<file path="config.mk">
export PLATFORM = sky130hd
export DESIGN_NAME = mem_port_ctrl_flat
export DESIGN_NICKNAME = d
export VERILOG_FILES = /design/src/rtl/cpu_pkg.sv /design/src/rtl/mem_port_ctrl_if.sv /design/src/rtl/holding_reg.sv /design/src/rtl/mem_port_ctrl.sv /design/src/flat_wrapper.sv
export SDC_FILE = /design/constraint.sdc
export NUM_CORES = 1
export LEC_CHECK = 0
export BUFFER_PORTS_ARGS = -buffer_cell sky130_fd_sc_hd__buf_2
export CORE_MARGIN = 2
export CORE_UTILIZATION = 25
export DETAILED_ROUTE_END_ITERATION = 8
export PLACE_DENSITY = 0.61
export SETUP_SLACK_MARGIN = 0.3
export SKIP_LAST_GASP = 1
export SYNTH_ARGS = -nofsm -noshare
export SYNTH_HDL_FRONTEND = slang
export SYNTH_SLANG_ARGS = --single-unit
</file>
<file path="constraint.sdc">
create_clock -name clk -period 2 [get_ports clk]
set_clock_uncertainty 0.1 [all_clocks]
set_input_delay 0.4 -clock clk [delete_from_list [all_inputs] [get_ports clk]]
set_output_delay 0.4 -clock clk [all_outputs]
set_load 0.05 [all_outputs]
</file>
<file path="src/rtl/cpu_pkg.sv">
// Shared definitions for the multicycle CPU memory port:
// word width, state codes and address helpers.
package cpu_pkg;

    localparam int WORD_W = 32;

    localparam logic [1:0] ST_IDLE   = 2'd0;
    localparam logic [1:0] ST_ACCESS = 2'd1;
    localparam logic [1:0] ST_DONE   = 2'd2;

    typedef enum logic [1:0] {
        IDLE   = ST_IDLE,
        ACCESS = ST_ACCESS,
        DONE   = ST_DONE
    } state_t;

    function automatic logic word_aligned(
        input logic [WORD_W-1:0] a
    );
        return a[1:0] == 2'b00;
    endfunction

    function automatic logic [WORD_W-1:0] word_addr(
        input logic [WORD_W-1:0] a
    );
        return {a[WORD_W-1:2], 2'b00};
    endfunction

endpackage

</file>
<file path="src/rtl/mem_port_ctrl_if.sv">
// Bundle between the control FSM, the memory port sequencer
// and the word-addressed memory.
interface mem_port_ctrl_if;
    import cpu_pkg::*;

    logic              req;
    logic              we;
    logic [WORD_W-1:0] addr;
    logic [WORD_W-1:0] wdata;
    logic [WORD_W-1:0] rdata_out;
    logic              busy;
    logic              done;
    logic              err;
    logic              mem_req;
    logic              mem_we;
    logic [WORD_W-1:0] mem_addr;
    logic [WORD_W-1:0] mem_wdata;
    logic              mem_ack;
    logic [WORD_W-1:0] mem_rdata;

    modport slave (
        input  req,
        input  we,
        input  addr,
        input  wdata,
        input  mem_ack,
        input  mem_rdata,
        output rdata_out,
        output busy,
        output done,
        output err,
        output mem_req,
        output mem_we,
        output mem_addr,
        output mem_wdata
    );

    modport master (
        output req,
        output we,
        output addr,
        output wdata,
        output mem_ack,
        output mem_rdata,
        input  rdata_out,
        input  busy,
        input  done,
        input  err,
        input  mem_req,
        input  mem_we,
        input  mem_addr,
        input  mem_wdata
    );

endinterface

</file>
<file path="src/rtl/holding_reg.sv">
// Generic load-enabled holding register with asynchronous
// active-high clear.
module holding_reg #(
    parameter int W = 32
) (
    input  logic         clk,
    input  logic         rst,
    input  logic         en,
    input  logic [W-1:0] d,
    output logic [W-1:0] q
);

    always_ff @(posedge clk or posedge rst) begin
        if (rst) begin
            q <= '0;
        end else if (en) begin
            q <= d;
        end
    end

endmodule

</file>
<file path="src/rtl/mem_port_ctrl.sv">
// Memory port sequencer: one read or write per request,
// read data held in the memory data register.
module mem_port_ctrl
    import cpu_pkg::*;
#(
    parameter int TIMEOUT = 16
) (
    input logic           clk,
    input logic           reset,
    mem_port_ctrl_if.slave bus
);

    localparam int CW = $clog2(TIMEOUT + 1);
    localparam logic [CW-1:0] LAST = CW'(TIMEOUT - 1);

    state_t            state;
    state_t            state_nx;
    logic [CW-1:0]     cnt;
    logic [CW-1:0]     cnt_nx;
    logic              err_q;
    logic              err_nx;
    logic              we_q;
    logic              bad_q;
    logic [WORD_W-1:0] addr_q;
    logic [WORD_W-1:0] wdata_q;
    logic              take;
    logic              load;
    logic              rst_hr;

    assign take = (state == IDLE) && bus.req;

    // Misaligned requests spend one silent ACCESS cycle so that
    // error and success completions share the same done latency.
    always_comb begin
        state_nx = state;
        cnt_nx   = cnt;
        err_nx   = 1'b0;
        unique case (state)
            IDLE: begin
                if (bus.req) begin
                    state_nx = ACCESS;
                    cnt_nx   = '0;
                end
            end
            ACCESS: begin
                if (bad_q) begin
                    state_nx = DONE;
                    err_nx   = 1'b1;
                end else if (bus.mem_ack) begin
                    state_nx = DONE;
                end else if (cnt == LAST) begin
                    state_nx = DONE;
                    err_nx   = 1'b1;
                end else begin
                    cnt_nx = cnt + 1'b1;
                end
            end
            DONE: begin
                state_nx = IDLE;
            end
            default: begin
                state_nx = IDLE;
            end
        endcase
    end

    always_ff @(posedge clk or negedge reset) begin
        if (!reset) begin
            state <= IDLE;
            cnt   <= '0;
            err_q <= 1'b0;
        end else begin
            state <= state_nx;
            cnt   <= cnt_nx;
            err_q <= err_nx;
        end
    end

    always_ff @(posedge clk or negedge reset) begin
        if (!reset) begin
            we_q    <= 1'b0;
            bad_q   <= 1'b0;
            addr_q  <= '0;
            wdata_q <= '0;
        end else if (take) begin
            we_q    <= bus.we;
            bad_q   <= !word_aligned(bus.addr);
            addr_q  <= word_addr(bus.addr);
            wdata_q <= bus.wdata;
        end
    end

    assign load = (state == ACCESS) && bus.mem_ack
                  && !we_q && !bad_q;
    assign rst_hr = ~reset;

    holding_reg #(
        .W (WORD_W)
    ) u_mdr (
        .clk (clk),
        .rst (rst_hr),
        .en  (load),
        .d   (bus.mem_rdata),
        .q   (bus.rdata_out)
    );

    assign bus.busy      = state != IDLE;
    assign bus.done      = state == DONE;
    assign bus.err       = err_q;
    assign bus.mem_req   = (state == ACCESS) && !bad_q;
    assign bus.mem_we    = bus.mem_req && we_q;
    assign bus.mem_addr  = addr_q;
    assign bus.mem_wdata = wdata_q;

endmodule

</file>
<file path="src/flat_wrapper.sv">
// flat-port wrapper written by rule: the top's interface ports become plain ports
module mem_port_ctrl_flat import cpu_pkg::*;
#(
    parameter int TIMEOUT = 16
)
  (clk, reset, bus_req, bus_we, bus_addr, bus_wdata, bus_mem_ack, bus_mem_rdata, bus_rdata_out, bus_busy, bus_done, bus_err, bus_mem_req, bus_mem_we, bus_mem_addr, bus_mem_wdata);
  mem_port_ctrl_if bus_i ();
  input logic clk;
  input logic reset;
  input wire logic [$bits(bus_i.req)-1:0] bus_req;
  input wire logic [$bits(bus_i.we)-1:0] bus_we;
  input wire logic [$bits(bus_i.addr)-1:0] bus_addr;
  input wire logic [$bits(bus_i.wdata)-1:0] bus_wdata;
  input wire logic [$bits(bus_i.mem_ack)-1:0] bus_mem_ack;
  input wire logic [$bits(bus_i.mem_rdata)-1:0] bus_mem_rdata;
  output wire logic [$bits(bus_i.rdata_out)-1:0] bus_rdata_out;
  output wire logic [$bits(bus_i.busy)-1:0] bus_busy;
  output wire logic [$bits(bus_i.done)-1:0] bus_done;
  output wire logic [$bits(bus_i.err)-1:0] bus_err;
  output wire logic [$bits(bus_i.mem_req)-1:0] bus_mem_req;
  output wire logic [$bits(bus_i.mem_we)-1:0] bus_mem_we;
  output wire logic [$bits(bus_i.mem_addr)-1:0] bus_mem_addr;
  output wire logic [$bits(bus_i.mem_wdata)-1:0] bus_mem_wdata;
  assign bus_i.req = bus_req;
  assign bus_i.we = bus_we;
  assign bus_i.addr = bus_addr;
  assign bus_i.wdata = bus_wdata;
  assign bus_i.mem_ack = bus_mem_ack;
  assign bus_i.mem_rdata = bus_mem_rdata;
  assign bus_rdata_out = bus_i.rdata_out;
  assign bus_busy = bus_i.busy;
  assign bus_done = bus_i.done;
  assign bus_err = bus_i.err;
  assign bus_mem_req = bus_i.mem_req;
  assign bus_mem_we = bus_i.mem_we;
  assign bus_mem_addr = bus_i.mem_addr;
  assign bus_mem_wdata = bus_i.mem_wdata;
  mem_port_ctrl #(.TIMEOUT(TIMEOUT)) u_core (.clk(clk), .reset(reset), .bus(bus_i));
endmodule
</file>
==> results list <==
* Post-synthesis instance area: 0.00406 mm^2
- Buffers placed on the I/O ports in this run total approximately 200.
- The detailed router placed ~2800 vias in this run.
* Clock Latency Late Sink: 0.34 ns
- The detail route stage leaves a number of antenna-violating nets equal to 0.
- At the pin with the least slew margin, the transition time is about 0.55 ns.
* Root buffer selected by CTS: sky130_fd_sc_hd__clkbuf_16
- Overflow after GRT: 0
- The floorplan step defined a die boundary enclosing around 0.017 mm^2.
- Worst hold slack after final layout: a little under 0.02 ns
- Along the worst path, the maximum fanout reaches 4.
- The number of slew-limit violations in the final report came to 0.
* Final routed wire length divided by cell count: around 14 um
* Violation count after the first detailed-routing iteration: 100
- Buffers inserted to repair hold after CTS numbered 0.
- Counting both buffers and inverters, the worst setup path holds a total of 0.
* Wire length of the first global-routing pass: around 16000 um
- After detailed routing, the number of vias per cell comes to about 4.
* Run status: finished clean
- Summed over all layers, the routed wires come to roughly 9600 um.
- Period Utilization, post-route: a little over nine tenths
- Max Cap Violations: 0
- Reg2reg setup slack: between 0.1 and 0.15 ns
* Combined area of the multi-input logic cells: between 0.001 and 0.0015 mm^2
- TritonCTS built the clock tree.
- Share of cells above drive strength 1: between 70 and 80%
- Among all stages on the critical path, the largest delay is contributed by sky130_fd_sc_hd__or4_1.
* Leading cell type in the layout, fill and taps excluded: sky130_fd_sc_hd__buf_2
- Detailed-route DRC error count: 0
- Global Route Usage Sum: 11.4%
- Setup repair after global routing could not meet its margin everywhere.
- Setup TNS: 0 ns
- In this run, synthesis produced a sequential element count of ~100.
- Grouping stages by cell kind, the critical path spends the most delay in simple AND/OR/NAND/NOR gates.
- Met3 track demand over resource: between 2 and 2.5%
* Largest net degree at the start of global routing: between 100 and 150
- Number of antenna violations at the first check in global routing: 0
* Die width: about 130 um
- Class of the worst hold path: in -> async
- Yosys printed 0 warnings.
* Category of the critical setup timing path: reg -> reg
* Number of cells produced by synthesis: between 200 and 300
- Final #Nets: around 570
- Detail Placement HPWL: about 7000 um
* Most used routing layer: met2
- Layout Area Growth over Synthesis: 42.1%
* Average cell area after synthesis: 16.2 um^2
- Summing all flip-flop and latch instances after layout gives about 0.0026 mm^2.
- After synthesis, the netlist uses 30 different library cells.
* EDFF count, synth: 0
* Depth of the CTS H-tree: 3
- WP data arrival: approximately 2.1 ns
- Highest achievable clock rate: ~530 MHz
* Io pins: 202
- Relative slew slack: a little under two thirds
- Final setup violation count: 0
* FFs w/ async S/R, synth: 100%
* Vias in the first global route: approximately 3000
- Buffer depth of the longest clock path: 2
- Type of element launching the critical path: flip-flop
* Met2 GRT Util: around a fifth
- For this run, the register share of the synthesized area comes to 64.0%.
- At the worst endpoint, the required time is 2.18 ns.
- For this run, global-route usage on met1 was measured as about an eighth.
- Starting utilization of the core area: about 26%
- Fill cells in the final layout number 1604.
- 0 antenna diodes ended up in the layout.
- Final hold violation count: 0
- The floorplan has 46 rows.
- The signal on the critical path passes through ha_2 -> and3_4 -> ha_4 -> or3_4 -> or4_1 -> nand3_1.
* Leading cell types in the layout, fill and taps excluded: sky130_fd_sc_hd__buf_2, sky130_fd_sc_hd__dfrtp_1, sky130_fd_sc_hd__mux2_2
- In this run, CTS created clock tree buffers numbering 9.
- Die height: between 100 and 150 um
- Main synth FF type: sky130_fd_sc_hd__dfrtp_1
* CP peak stage delay: 0.40 ns
- The tree built by TritonCTS fans out to approximately 100 sinks.
- The first TritonRoute pass finished after 4 iterations.
- Clock-pin slew was measured on the worst setup and hold paths at ~0.070 ns.
* Kind of capture point of the worst setup path: flip-flop
- The clock period could shrink to approximately 1.9 ns.
* Core Area: ~0.016 mm^2
- Routability-driven placement finished with a final weighted congestion of ~0.75.
==> synth_stat cells, drive strengths merged (2+ instances only) <==
cell,number,area (um^2)
dfrtp,104,2600
mux2,95,1130
buf,13,88.8
o21ai,4,20.0
inv,3,11.3
nand2,3,11.3
nand3,3,15.0
nor2,3,11.3
o211ai,3,22.5
ha,2,25.0
nand2b,2,12.5
==> state kept, by name, summed over array words and instances, names as in the netlist <==
signal	cells
u_core.bus.mem_wdata	32
u_core.u_mdr.q	32
u_core.bus.mem_addr	30
u_core.cnt	5
u_core.state	2
u_core.bad_q	1
u_core.bus.err	1
u_core.we_q	1
==> through the flow <==
step	area (um^2)	cells	util (%)	worst slack (ns)
3_5_place_dp	5340	658	33.6	0.107
4_1_cts	5720	680	36.0	0.117
5_1_grt	5780	686	36.4	0.0610
6_report	5780	686	36.4	0.100
3_3_place_gp	5340	658	33.6	0.122
2_1_floorplan	4110	252	-	0.0833
==> routing by layer <==
| layer | up-vias | routed length (um) | share of wire (%) |
|---|---|---|---|
| li1 | 1303 | - | - |
| met1 | 1390 | 3840 | 40 |
| met2 | 111 | 5050 | 52 |
| met3 | 20 | 454 | 4.7 |
| met4 | 0 | 289 | 3.0 |
| met5 | - | 0 | 0 |
==> area by class of cell <==
class	instances	share of cell area, %
clock buffer	12	4.27
clock inverter	4	0.498
inverter	3	0.195
multi-input combinational	132	24.7
sequential	104	45.1
tap	216	4.68
timing repair buffer	215	20.5
==> worst paths after layout <==
kind	endpoint	start	depth (start not counted)
min in group clk	u_core.bus.mem_addr[15]	bus_addr[15]	2
max in group asynchronous	u_core.state[1]	reset	2
min reg2reg	u_core.bus.mem_addr[16]	u_core.bus.mem_addr[16]	1
max	u_core.cnt[3]	u_core.cnt[1]	6
min	u_core.u_mdr.q[6]	reset	2
max reg2reg	u_core.cnt[3]	u_core.cnt[1]	6
==> cell families after synthesis <==
kind of cell	count (synthesis)	synth area share (%)
buffers and inverters	16	2.46
adder cells (fa/ha/maj)	2	0.616
other	1	0.0923
AND/OR/NAND/NOR	22	3.26
multiplexers	96	28.0
flip-flops	104	64.0
AO/OA/AOI/OAI	10	1.57
==> what timing repair did <==
| action | in CTS | in global routing |
|---|---|---|
| pin swaps | 3 | 3 |
| endpoints found under the setup margin | 61 | 10 |
| setup buffers | 6 | 6 |
| resized for setup | 19 | 5 |
Power is not shown: default switching activity piles up to over one toggle a cycle in this logic, so the estimate is an artifact.
